$ cat src/rtl/lnet_pkg.sv
// Shared types, default widths and the reference feature quantizer for the layer0 input packer.
// Build macro LNET_PACK_ROUND_EN selects round-half-up with saturation instead of truncation.
package lnet_pkg;

    localparam int LNET_FEAT_W     = 8;
    localparam int LNET_QUANT_BITS = 2;

    typedef enum logic {
        FILL,
        HOLD
    } lnet_state_e;

    // Quantizer at the default widths; the sum is one bit wider than a feature so it cannot wrap.
    function automatic logic [LNET_QUANT_BITS-1:0] lnet_quant(input logic [LNET_FEAT_W-1:0] feature);
        localparam int SHIFT = LNET_FEAT_W - LNET_QUANT_BITS;
`ifdef LNET_PACK_ROUND_EN
        logic [LNET_QUANT_BITS:0] upper;
        upper = (LNET_QUANT_BITS+1)'(({1'b0, feature} + ((LNET_FEAT_W+1)'(1) << (SHIFT-1))) >> SHIFT);
        return upper[LNET_QUANT_BITS] ? {LNET_QUANT_BITS{1'b1}} : upper[LNET_QUANT_BITS-1:0];
`else
        return LNET_QUANT_BITS'(feature >> SHIFT);
`endif
    endfunction

endpackage

$ cat src/rtl/lnet_feature_quant.sv
// Combinational FEAT_W -> QUANT_BITS feature quantizer (truncate, or round/saturate with LNET_PACK_ROUND_EN).
module lnet_feature_quant
    import lnet_pkg::*;
#(
    parameter int FEAT_W     = LNET_FEAT_W,
    parameter int QUANT_BITS = LNET_QUANT_BITS
) (
    input  logic [FEAT_W-1:0]     feature,
    output logic [QUANT_BITS-1:0] code
);

    localparam int SHIFT = FEAT_W - QUANT_BITS;

    // Default widths share the package function; other widths use the same arithmetic locally.
    generate
        if (FEAT_W == LNET_FEAT_W && QUANT_BITS == LNET_QUANT_BITS) begin : g_pkg
            assign code = lnet_quant(feature);
        end else begin : g_generic
`ifdef LNET_PACK_ROUND_EN
            logic [QUANT_BITS:0] upper;
            assign upper = (QUANT_BITS+1)'(({1'b0, feature} + ((FEAT_W+1)'(1) << (SHIFT-1))) >> SHIFT);
            assign code  = upper[QUANT_BITS] ? {QUANT_BITS{1'b1}} : upper[QUANT_BITS-1:0];
`else
            assign code = QUANT_BITS'(feature >> SHIFT);
`endif
        end
    endgenerate

endmodule

$ cat src/rtl/lnet_input_packer.sv
// Packs NUM_FEATURES quantized features into one flat vector for the layer0 LUT array.
// Quantizer variant is chosen by LNET_PACK_ROUND_EN (see lnet_feature_quant).
module lnet_input_packer
    import lnet_pkg::*;
#(
    parameter int NUM_FEATURES = 64,
    parameter int FEAT_W       = LNET_FEAT_W,
    parameter int QUANT_BITS   = LNET_QUANT_BITS,
    parameter int OUT_W        = NUM_FEATURES * QUANT_BITS
) (
    input  logic             clk,
    input  logic             rst,
    input  logic             s_valid,
    output logic             s_ready,
    input  logic [FEAT_W-1:0] s_data,
    input  logic             s_last,
    output logic             m_valid,
    input  logic             m_ready,
    output logic [OUT_W-1:0] m_data,
    output logic             err
);

    localparam int              IDX_W    = $clog2(NUM_FEATURES);
    localparam logic [IDX_W-1:0] LAST_IDX = IDX_W'(NUM_FEATURES - 1);

    lnet_state_e           state;
    lnet_state_e           state_next;
    logic [IDX_W-1:0]      idx;
    logic [QUANT_BITS-1:0] code;
    logic                  accept;
    logic                  last_slot;

    lnet_feature_quant #(
        .FEAT_W     (FEAT_W),
        .QUANT_BITS (QUANT_BITS)
    ) u_quant (
        .feature (s_data),
        .code    (code)
    );

    assign s_ready   = (state == FILL);
    assign m_valid   = (state == HOLD);
    assign accept    = s_valid && s_ready;
    assign last_slot = (idx == LAST_IDX);

    always_comb begin
        state_next = state;
        case (state)
            FILL:    if (accept && last_slot) state_next = HOLD;
            HOLD:    if (m_ready) state_next = FILL;
            default: state_next = FILL;
        endcase
    end

    always_ff @(posedge clk or posedge rst) begin
        if (rst) begin
            state <= FILL;
        end else begin
            state <= state_next;
        end
    end

    // An early s_last drops the partial vector; a missing one on the final slot still delivers it.
    always_ff @(posedge clk or posedge rst) begin
        if (rst) begin
            idx    <= '0;
            m_data <= '0;
            err    <= 1'b0;
        end else if (accept) begin
            for (int i = 0; i < NUM_FEATURES; i++) begin
                if (idx == IDX_W'(i)) begin
                    m_data[i*QUANT_BITS +: QUANT_BITS] <= code;
                end
            end
            if (last_slot) begin
                idx <= '0;
                if (!s_last) err <= 1'b1;
            end else if (s_last) begin
                idx <= '0;
                err <= 1'b1;
            end else begin
                idx <= idx + IDX_W'(1);
            end
        end
    end

endmodule

$ cat config.mk
export PLATFORM = sky130hd
export DESIGN_NAME = lnet_input_packer
export DESIGN_NICKNAME = d
export VERILOG_FILES = /design/src/rtl/lnet_pkg.sv /design/src/rtl/lnet_feature_quant.sv /design/src/rtl/lnet_input_packer.sv
export SDC_FILE = /design/constraint.sdc
export NUM_CORES = 1
export LEC_CHECK = 0
export ABC_AREA = 1
export CAP_MARGIN = 20
export CORE_MARGIN = 2
export CORE_UTILIZATION = 45
export CTS_CLUSTER_DIAMETER = 100
export DETAILED_ROUTE_END_ITERATION = 12
export PLACE_DENSITY = 0.74
export REMOVE_ABC_BUFFERS = 1
export SLEW_MARGIN = 40
export SYNTH_ARGS = -nofsm -noshare
export SYNTH_HDL_FRONTEND = slang
export SYNTH_SLANG_ARGS = --single-unit
$ cat constraint.sdc
create_clock -name clk -period 13 [get_ports clk]
set_input_delay 1.95 -clock clk [delete_from_list [all_inputs] [get_ports clk]]
set_output_delay 1.95 -clock clk [all_outputs]
set_load 0.02 [all_outputs]
After elaboration in Yosys (flattened, before gate mapping)

Index checks and enable logic that the tools add are counted.

Output and inout port bits: 131
Flip-flop bits (word level): 136

Add/sub/neg operators: 1
Reductions and logical operators: 69
Eq/ne operators: 64
Bitwise operators: 1
Multiplexer cells: 8

Operator list:

| cell                                           | number |
|---|---|
| == test 6 bit (second input constant)          | 32 |
| AND reduction 2 bit                            | 64 |
| == test 6 x 5 -> 1 bit (second input constant) | 16 |
| == test 6 x 4 -> 1 bit (second input constant) | 8 |
| == test 6 x 3 -> 1 bit (second input constant) | 4 |
| == test 6 x 2 -> 1 bit (second input constant) | 2 |
| two-way mux 6 bit                              | 2 |
| adder 6 x 1 -> 6 bit (second input constant)   | 1 |
| == test 6 x 1 -> 1 bit (second input constant) | 1 |
| zero test 6 bit                                | 1 |
| two-way mux 1 bit                              | 5 |
| AND reduction 3 bit                            | 1 |
| logical AND 1 bit                              | 2 |
| inequality test 2 bit (second input constant)  | 1 |
| case mux 1 bit (2 select lines)                | 1 |
| nonzero test 2 bit                             | 1 |
| inverter 1 bit                                 | 1 |

Depth between registers and ports, before layout

Gate-level depths: netlist (run 1).

Word-level depth: 5
Mapped depth: 8
Gate-level depth less buffers: 8

Hierarchy

A second synthesis (run 1) with hierarchy kept.

Cell total of the unflattened synthesis: 677
Area, all modules: 5815.6 um^2

Modules (own cells, without submodules):

| module             | instances | area each (um^2) | seq. area each (um^2) | cells an instance |
|---|---|---|---|---|
| lnet_input_packer  | 1         | 5800.6           | 3403.3                | 675 |
| lnet_feature_quant | 1         | 15.0             | 0.0                   | 2 |

Worst setup path before layout (run 1)

OpenSTA, ideal clock, no wires.

Path kind: input to register
Start: in s_valid
End: reg m_data[30]
Setup time: 117 ps
Slack: 10056 ps
Required time: 12883 ps
Stages: 7
Arrival: 2827 ps
Path buffers: 2
Path through: nand2_1 buf_2 nor3_4 buf_2 nand2_1 nand2_1 nand2_1

Word-level cells in the longest chain between the ends: 2

RTL lines:

| what                                 | RTL line                | source |
|---|---|---|
| start, declared                      | lnet_input_packer.sv:13 | `input logic s_valid,` |
| logical AND 1 bit                    | lnet_input_packer.sv:43 | `assign accept = s_valid && s_ready;` |
| AND reduction 2 bit (no source line) | n/a                     |  |
| end signal, assigned by index        | lnet_input_packer.sv:72 | `m_data[i*QUANT_BITS +: QUANT_BITS] <= code;` |
| end, declared                        | lnet_input_packer.sv:19 | `output logic [OUT_W-1:0] m_data,` |

Every way passes these cells.
A chain may end at the register's enable or synchronous reset.

Worst setup path after layout (run 1)

Start: in s_valid
End: reg m_data[66]

The elaborated chain is that of the path after synthesis.

==> results of run 1 <==
-- metal layers --
| layer | up-vias | track usage | routed length [µm] |
|---|---|---|---|
| li1 | 2484 | - | - |
| met1 | 2395 | 0.3011 | 6548 |
| met2 | 189 | 0.3425 | 7083 |
| met3 | 25 | 0.07490 | 1081 |
| met4 | 0 | 0.09488 | 244 |
| met5 | - | 0 | 0 |
-- worst min path at each step --
| stage | slack [ps] | to | cells past startpoint | startpoint |
|---|---|---|---|---|
| floorplan | 520 | idx[1]$_DFFE_PP0P_ | 2 | idx[1]$_DFFE_PP0P_ |
| global route | 490 | m_data[50]$_DFFE_PP0P_ | 2 | m_data[50]$_DFFE_PP0P_ |
| detailed placement | 460 | m_data[13]$_DFFE_PP0P_ | 2 | m_data[13]$_DFFE_PP0P_ |
| CTS | 470 | m_data[13]$_DFFE_PP0P_ | 2 | m_data[13]$_DFFE_PP0P_ |
| finish | 470 | m_data[44]$_DFFE_PP0P_ | 2 | m_data[44]$_DFFE_PP0P_ |
| global placement | 450 | m_data[38]$_DFFE_PP0P_ | 2 | m_data[38]$_DFFE_PP0P_ |
-- Yosys cell counts (all sizes together) --
master  number
inv         34
nor3         6
clkbuf      12
a21oi        3
nand2      410
dfrtp      136
buf          8
nand3       10
nor2        63
nand4        2
o21ai       34
ha           4
-- worst register-to-register path: stages, from the launching register on --
cell and delay (ps):
dfrtp_1 400, nor2_2 380, nand3_1 710, nor2_1 370, nand2_1 90, nand2_1 90
-- layout by cell type (no fill, tap or decap) --
master / count
a21oi_1: 3
buf_2: 1
buf_4: 3
buf_6: 3
bufinv_16: 1
clkbuf_1: 4
clkbuf_16: 17
clkbuf_8: 5
clkdlybuf4s50_1: 135
clkinv_2: 2
dfrtp_1: 136
ha_1: 4
inv_1: 30
inv_2: 3
inv_8: 1
nand2_1: 409
nand2_2: 1
nand3_1: 8
nand3_2: 2
nand4_1: 2
nor2_1: 60
nor2_2: 2
nor2_4: 1
nor3_1: 3
nor3_4: 3
o21ai_0: 34
-- stage by stage --
step                      worst slack (ps)  instance area [µm²]    util  instances
after floorplan                       7411                 5683       -        702
after global routing                  9156                 7878  0.6268       1045
after detailed placement              8833                 7310  0.5816       1015
after global placement                8824                 7279  0.5792       1013
after CTS                             9283                 7859  0.6253       1044
final                                 9277                 7878  0.6268       1045
-- where the power goes --
part | total, mW | switching (mW) | internal [mW]
sequential | 0.463 | 0.0164 | 0.447
combinational | 0.129 | 0.0786 | 0.0509
clock | 0.449 | 0.165 | 0.284
-- flip-flops by register name (all words and copies together) (netlist names) --
signal	count
idx	6
m_valid	1
err	1
m_data	128
-- cell families (layout without fill, tap and decap cells) --
family,after synthesis,after routing
buffers and inverters,54,205
and+or+nand+nor,491,491
DFF,136,136
adders and majority gates,4,4
AOI/OAI and AO/OA,37,37
-- area by class of cell --
| class | instances | share of cell area |
|---|---|---|
| Tap cell | 172 | 0.02732 |
| Multi-Input combinational cell | 532 | 0.2745 |
| Clock inverter | 3 | 0.005083 |
| Sequential cell | 136 | 0.4320 |
| Timing Repair Buffer | 142 | 0.1793 |
| Clock buffer | 26 | 0.06464 |
| Inverter | 34 | 0.01715 |
==> flow_summary_export.csv, run 1 <==
group,metric,value,unit
status,status,"finished, final reports clean",
placement,gp_congestion,0.8510,
sta,rsz0062_at_grt,"false",
route,vias,5093,
sta,post-route-period-util,0.2864,
setup_path,critPathBufInv,2,
sta,setup_tns,0,ps
die,die_h,117.3,µm
die,dieArea,0.01377,mm²
route,initialDrtViolationCount,272,
sta,hold_viol,0,
synth,synth_largest_area_cell,"dfrtp_1",
finish,syn2layout_area_growth,36.31,%
setup_path,cp_slowest_cell,"nand3_1",
sta,worst_clock_skew,11.11,ps
die,start_util,0.4598,
global_routing,grt_first_pass_wirelength,24.45,mm
synth,synth_seq_cells,136,
synth,ys_seq_area_frac,0.5889,
setup_path,r2r_setup_slack,10880,ps
synth,synth_top_family_by_area,"simple AND/OR/NAND/NOR gates",
pwr,vdd_drop_max,0.06411,mV
sta,maxSlewViolCount,0,
sta,fin_crit,3723,ps
pwr,powerDensity,132.3,mW/mm²
sta,relSlewSlack,0.4391,
setup_path,worstSetupStartpoint,"s_valid",
placement,portBuffers,137,
setup_path,reg2reg_from,"m_valid$_DFF_PP0_",
finish,regArea,0.003403,mm²
finish,final_nets,880,
pwr,p_leak,3.845,nW
clock_network,path_clk_slew,50,ps
setup_path,rr_worst_depth,5,
finish,filler_cell_count,1113,
synth,synth_warnings,0,
finish,drive_gt1_frac,0.05155,
clock_network,h-tree-depth,4,
setup_path,arrival,4080,ps
route,dr.pass1.iters,4,
pwr,power,1.042,mW
route,avgViaCountPerCell,4.874,
sta,whs,468.1,ps
die,ioPinCount,144,
setup_path,crit_path_end,"m_data[66]$_DFFE_PP0P_",
finish,insertedDiodeCount,0,
setup_path,worstPathCellList,"clkdlybuf4s50_1 -> inv_1 -> nor2_2 -> nand3_1 -> nor2_1 -> nand2_1 -> nand2_1",
clock_network,clkSinkCount,136,
placement,hpwlAfterDp,10.00,mm
synth,synth_compound_area_frac,0.03204,
global_routing,grt_overflow,0,
clock_network,clk_latency,420,ps
setup_path,crit_path_end_kind,"register",
synth,postSynthCellCount,722,
global_routing,grt_antenna_before_repair,0,
route,wirelength,14.96,mm
die,rows,41,
synth,synth-simple-area-share,0.3317,
clock_network,cts_resized,0,
synth,synth_area_per_cell,8.005,µm²
die,coreArea,0.01257,mm²
synth,synth_adder_area_share,0.008660,
setup_path,critPathTopFamily,"simple AND/OR/NAND/NOR gates",
sta,fmax,268.6,MHz
global_routing,grt_pass1_vias,4853,
clock_network,postCtsSetupBuffers,0,
route,wl_per_cell,14.31,µm
global_routing,grt_max_degree,86,
setup_path,worstPathRequired,13350,ps
clock_network,cts-root-buf,"clkbuf_16",
setup_path,cp.depth,7,
setup_path,cpMostUsedCell,"nand2_1",
synth,muxShareOfSynthArea,0,
setup_path,cp_slowest_stage_delay,710,ps
route,final_antenna_net_count,0,
clock_network,clockBufferDepth,2,
sta,tightest_slew,839.0,ps
synth,ys_types,19,
synth,synth_area_leaders,"dfrtp_1 59%, nand2_1 27%, nor2_1 3.9%, o21ai_0 2.9%, inv_1 2.0%",
global_routing,grt_use_total,0.2266,
route,drc,0,
job,drv_cap,0,
clock_network,cts_tree,"yes",
finish,multiInputGateArea,0.002162,mm²
clock_network,cts_made_buffers,17,
setup_path,worstReg2RegEnd,"m_data[66]$_DFFE_PP0P_",
min_path,hold_path.class,"reg -> reg",
sta,setup_violations,0,
die,die_width,117.3,µm
setup_path,crit_type,"in -> reg",
synth,synthXorXnorAreaFrac,0,
synth,synthesis.area,0.005779,mm²
setup_path,start_kind,"input port",
clock_network,holdBufCountCts,0,
setup_path,crit_fanout,13,
synth,yosysTopAreaCellShare,0.5889,
(Power assumes the default switching activity.)
==> run 2, diff against run 1 <==
clock period = 3.6 ns   (was 13 ns; I/O delays follow)
==> run 2 against run 1 <==
- sequential share of layout area decreased by 0.28 points
- worst hold slack got worse by 1.7 ps
- register-to-register slack got worse by 9300 ps
- critical path depth increased by 1
- combinational power increased to 3.6 times the previous value
- cell count increased by 0.67%
- via count increased by 0.41%
- critical path type unchanged
==> flow_summary_export.csv, run 2 (synthesis gave the netlist of run 1 again) <==
group,metric,value,unit
status,status,"finished, final reports clean",
global_routing,grt_first_pass_wirelength,24.65,mm
setup_path,worstPathRequired,3950,ps
sta,fmax,452.8,MHz
placement,portBuffers,137,
placement,pre_cts_ws,1015,ps
die,start_util,0.4598,
route,drc,0,
setup_path,crit_type,"in -> reg",
pwr,p_comb_frac,0.122,
finish,layout.cells.non_filler,1052,
route,initialDrtViolationCount,356,
global_routing,grt_max_degree,66,
sta,whs,466.5,ps
setup_path,arrival,2560,ps
clock_network,path_clk_slew,60,ps
die,dieArea,0.01377,mm²
finish,reg.largest.list,"m_data x128, idx x6",
route,final_antenna_net_count,0,
global_routing,grt_antenna_before_repair,0,
finish,stdcell_area,0.007929,mm²
placement,place_area,0.007352,mm²
pwr,internal_power,2.892,mW
clock_network,cts_made_buffers,17,
pwr,p_seq_frac,0.433,
finish,filler_cell_count,1099,
sta,maxSlewViolCount,0,
job,drv_cap,0,
pwr,p_clk_frac,0.445,
finish,drive_gt1_frac,0.05909,
route,wirelength,15.09,mm
sta,hold_viol,0,
pwr,power,3.849,mW
clock_network,clkSinkCount,136,
pwr,p_leak,3.884,nW
clock_network,clockBufferDepth,2,
global_routing,grt_overflow,0,
die,die_width,117.3,µm
min_path,min_path_cells,2,
finish,syn2layout_area_growth,37.19,%
clock_network,cts_tree,"yes",
setup_path,worstPathCellList,"clkdlybuf4s50_1 -> inv_1 -> nor2_2 -> nand3_1 -> buf_4 -> nor2_1 -> nand2_1 -> nand2_1",
min_path,hold_path.class,"reg -> reg",
finish,finish.utilization,0.6309,
die,ioPinCount,144,
finish,largest_register,"m_data",
finish,insertedDiodeCount,0,
clock_network,cts-root-buf,"clkbuf_16",
sta,setup_violations,0,
route,vias,5114,
clock_network,cts_resized,0,
clock_network,h-tree-depth,4,
setup_path,cp_slowest_stage_delay,510,ps
setup_path,crit_fanout,10,
sta,setup_ws,1391,ps
sta,fin_crit,2209,ps
clock_network,holdBufCountCts,0,
clock_network,postCtsSetupBuffers,0,
setup_path,start_kind,"input port",
setup_path,rr_worst_depth,6,
clock_network,clk_latency,410,ps
sta,worst_clock_skew,5.818,ps
sta,rsz0062_at_grt,"false",
placement,hpwlAfterDp,10.16,mm
global_routing,grt_pass1_vias,4936,
sta,setup_tns,0,ps
global_routing,grt_use_total,0.2279,
route,avgViaCountPerCell,4.861,
die,coreArea,0.01257,mm²
sta,relSlewSlack,0.6042,
setup_path,cpMostUsedCell,"nand2_1",
die,die_h,117.3,µm
pwr,vdd_drop_max,0.2690,mV
sta,tightest_slew,593.7,ps
route,dr.pass1.iters,5,
finish,mostFrequentLayoutCell,"nand2_1",
finish,final_nets,885,
finish,mostFrequentLayoutCells,"409 x nand2_1, 136 x dfrtp_1, 135 x clkdlybuf4s50_1",
placement,dp_cells,1021,
sta,post-route-period-util,0.6135,
placement,gp_congestion,0.8544,
pwr,powerDensity,485.4,mW/mm²
pwr,p_sw,957.1,µW
setup_path,cp_slowest_cell,"nand3_1",
finish,largest_reg_flops,128,
pwr,p_sw_frac,0.2487,
setup_path,crit_path_end_kind,"register",
route,wl_per_cell,14.34,µm
die,rows,41,
run 2: changes by cell type in the layout (fill, tap and decap cells not counted):
cell,previous run,this run
inv_6,0,1
nand3_1,8,10
buf_2,1,2
clkinv_2,2,8
inv_8,1,0
buf_6,3,0
buf_12,0,1
clkbuf_8,5,1
nand3_2,2,0
buf_4,3,9
bufinv_16,1,3
clkbuf_1,4,2
run 2: layout make-up:
cell class,instances,area (µm²),share of cell area
tap,172,215.2,0.02714
clock inverter,11,130.1,0.01641
sequential,136,3403,0.4292
multi-input combinational,532,2152,0.2714
inverter,34,132.6,0.01673
timing repair buffer,147,1449,0.1827
clock buffer,20,446.7,0.05634
run 2: final timing paths:
path,from,slack [ps],to
hold / removal,m_data[24]$_DFFE_PP0P_,470,m_data[24]$_DFFE_PP0P_
setup reg to reg,m_valid$_DFF_PP0_,1570,idx[5]$_DFFE_PP0P_
max in group asynchronous,rst,2260,m_data[91]$_DFFE_PP0P_
hold reg to reg,m_data[24]$_DFFE_PP0P_,470,m_data[24]$_DFFE_PP0P_
min in group asynchronous,rst,600,m_data[11]$_DFFE_PP0P_
setup / recovery,s_valid,1390,m_data[21]$_DFFE_PP0P_
run 2: routing by layer:
metal / global-route usage / routed length (µm) / part of all wire / vias to the layer above
met5: 0 / 0 / 0 / -
met4: 0.1002 / 303 / 0.020 / 0
met3: 0.06177 / 948 / 0.063 / 27
met2: 0.3582 / 7149 / 0.47 / 172
met1: 0.2977 / 6686 / 0.44 / 2407
li1: - / - / - / 2508
run 2: worst max-delay path, delay by kind of cell:
kind	cells	cell delay [ps]
buffers and inverters	3	900
and+or+nand+nor	5	1120
run 2: power groups by stage:
stage / logic, mW / clock network, mW / registers, mW
5_1_grt: 0.510 / 1.80 / 1.68
6_report: 0.469 / 1.71 / 1.67
3_3_place_gp: 0.468 / 0 / 1.69
3_5_place_dp: 0.474 / 0 / 1.69
2_1_floorplan: 0.137 / 0 / 1.78
4_1_cts: 0.475 / 1.73 / 1.67
==> run 3, diff against run 2 <==
clock period = 2.07 ns   (was 3.6 ns; I/O delays follow)
==> run 3 against run 2 <==
- first-iteration DRC count shrank 3.7%
- setup slack got worse by 1100 ps
- cell count increased by 1.5%
- die area is the same
- sequential power is 74% higher
- clock power increased by 75%
- largest power group unchanged
- global-route usage up 0.48 points
- power grew 75%
- sequential share of layout area down 0.86 points
- largest cell class unchanged
- combinational power rose by 77%
==> flow_summary_export.csv, run 3 (synthesis gave the netlist of run 1 again) <==
group,metric,value,unit
status,status,"finished, final reports clean",
finish,mostFrequentLayoutCells,"409 x nand2_1, 136 x dfrtp_1, 135 x clkdlybuf4s50_1",
clock_network,cts-root-buf,"clkbuf_16",
placement,hpwlAfterDp,10.86,mm
global_routing,grt_overflow,0,
die,die_h,117.3,µm
global_routing,grt_use_total,0.2326,
die,coreArea,0.01257,mm²
clock_network,cts_resized,0,
finish,layout.cells.non_filler,1068,
pwr,powerDensity,831.5,mW/mm²
clock_network,holdBufCountCts,0,
clock_network,h-tree-depth,4,
die,start_util,0.4598,
clock_network,cts_made_buffers,17,
sta,fmax,554.7,MHz
sta,worst_clock_skew,6.841,ps
clock_network,postCtsSetupBuffers,0,
route,vias,5137,
finish,insertedDiodeCount,0,
setup_path,crit_path_end_kind,"primary output",
setup_path,worstPathRequired,1760,ps
clock_network,path_clk_slew,60,ps
sta,fin_crit,1803,ps
pwr,p_leak,3.956,nW
setup_path,crit_fanout,3,
die,dieArea,0.01377,mm²
job,drv_cap,0,
route,final_antenna_net_count,0,
sta,tightest_slew,594.5,ps
sta,setup_violations,0,
route,dr.pass1.iters,6,
finish,drive_gt1_frac,0.07701,
sta,setup_tns,0,ps
die,ioPinCount,144,
sta,post-route-period-util,0.8710,
setup_path,crit_type,"reg -> out",
min_path,hold_path.class,"in -> async",
placement,portBuffers,137,
global_routing,grt_antenna_before_repair,0,
finish,reg.largest.list,"m_data x128, idx x6",
clock_network,clockBufferDepth,2,
finish,regArea,0.003403,mm²
pwr,vdd_drop_max,0.6028,mV
sta,relSlewSlack,0.6032,
global_routing,grt_pass1_vias,5100,
setup_path,start_kind,"register",
global_routing,grt_first_pass_wirelength,25.36,mm
finish,filler_cell_count,1068,
route,avgViaCountPerCell,4.810,
route,wl_per_cell,14.44,µm
finish,syn2layout_area_growth,39.99,%
clock_network,cts_tree,"yes",
setup_path,arrival,1490,ps
sta,maxSlewViolCount,0,
sta,rsz0062_at_grt,"false",
finish,mostFrequentLayoutCell,"nand2_1",
finish,largest_reg_flops,128,
route,initialDrtViolationCount,343,
route,drc,0,
clock_network,clk_latency,420,ps
placement,dp_cells,1036,
die,die_width,117.3,µm
placement,gp_congestion,0.8907,
sta,hold_viol,0,
finish,final_nets,900,
die,rows,41,
finish,largest_register,"m_data",
route,wirelength,15.42,mm
finish,multiInputGateArea,0.002152,mm²
global_routing,grt_max_degree,39,
clock_network,clkSinkCount,136,
## run 3: power by group
part	internal [mW]	total, mW	switching, mW	leakage, nW
registers	2.80	2.91	0.103	1.87
logic	0.340	0.831	0.491	1.80
clock network	1.81	2.99	1.17	0.280
total	4.96	6.73	1.77	3.96
## run 3: worst paths after layout
kind | from | end | slack (ps) | cells past startpoint
min in group clk | s_data[7] | m_data[31]$_DFFE_PP0P_ | 410 | 4
worst max register to register | idx[1]$_DFFE_PP0P_ | m_data[54]$_DFFE_PP0P_ | 330 | 7
worst min register to register | m_data[53]$_DFFE_PP0P_ | m_data[53]$_DFFE_PP0P_ | 470 | 2
max in group asynchronous | rst | m_data[33]$_DFFE_PP0P_ | 1260 | 3
worst max-delay path | m_valid$_DFF_PP0_ | s_ready | 270 | 2
worst min-delay path | rst | m_data[83]$_DFFE_PP0P_ | 280 | 2
## run 3: metrics by stage
stage,hold slack [ps],area [µm²],power [mW],utilization,setup WS [ps]
5_1_grt,307.4,8090,7.000,0.6437,186.7
6_report,278.5,8090,6.727,0.6437,267.1
4_1_cts,287.1,8090,6.767,0.6437,255.1
2_1_floorplan,406.9,5683,3.337,-,-1880
3_3_place_gp,454.3,7502,3.782,0.5969,202.3
3_5_place_dp,459.7,7502,3.792,0.5969,189.6
## run 3: worst max-delay path, stage by stage, from the launching register on
cell and delay (ps):
dfrtp_1 410, inv_2 70, clkdlybuf4s50_1 600
## run 3: layer usage
metal	up-vias	share of wire	GRT usage	routed length, µm
met1	2412	0.46	0.3136	7083
met5	-	0	0	0
li1	2539	-	-	-
met2	157	0.47	0.3655	7180
met4	0	0.020	0.07982	306
met3	29	0.055	0.06323	847
## run 3: cell type report
class	instances	share of cell area
inverters	34	0.01639
clock buffers	19	0.05475
clock inverters	13	0.01794
multi-input cells	532	0.2660
well taps	172	0.02660
repair buffers	162	0.1976
flip-flops and latches	136	0.4207
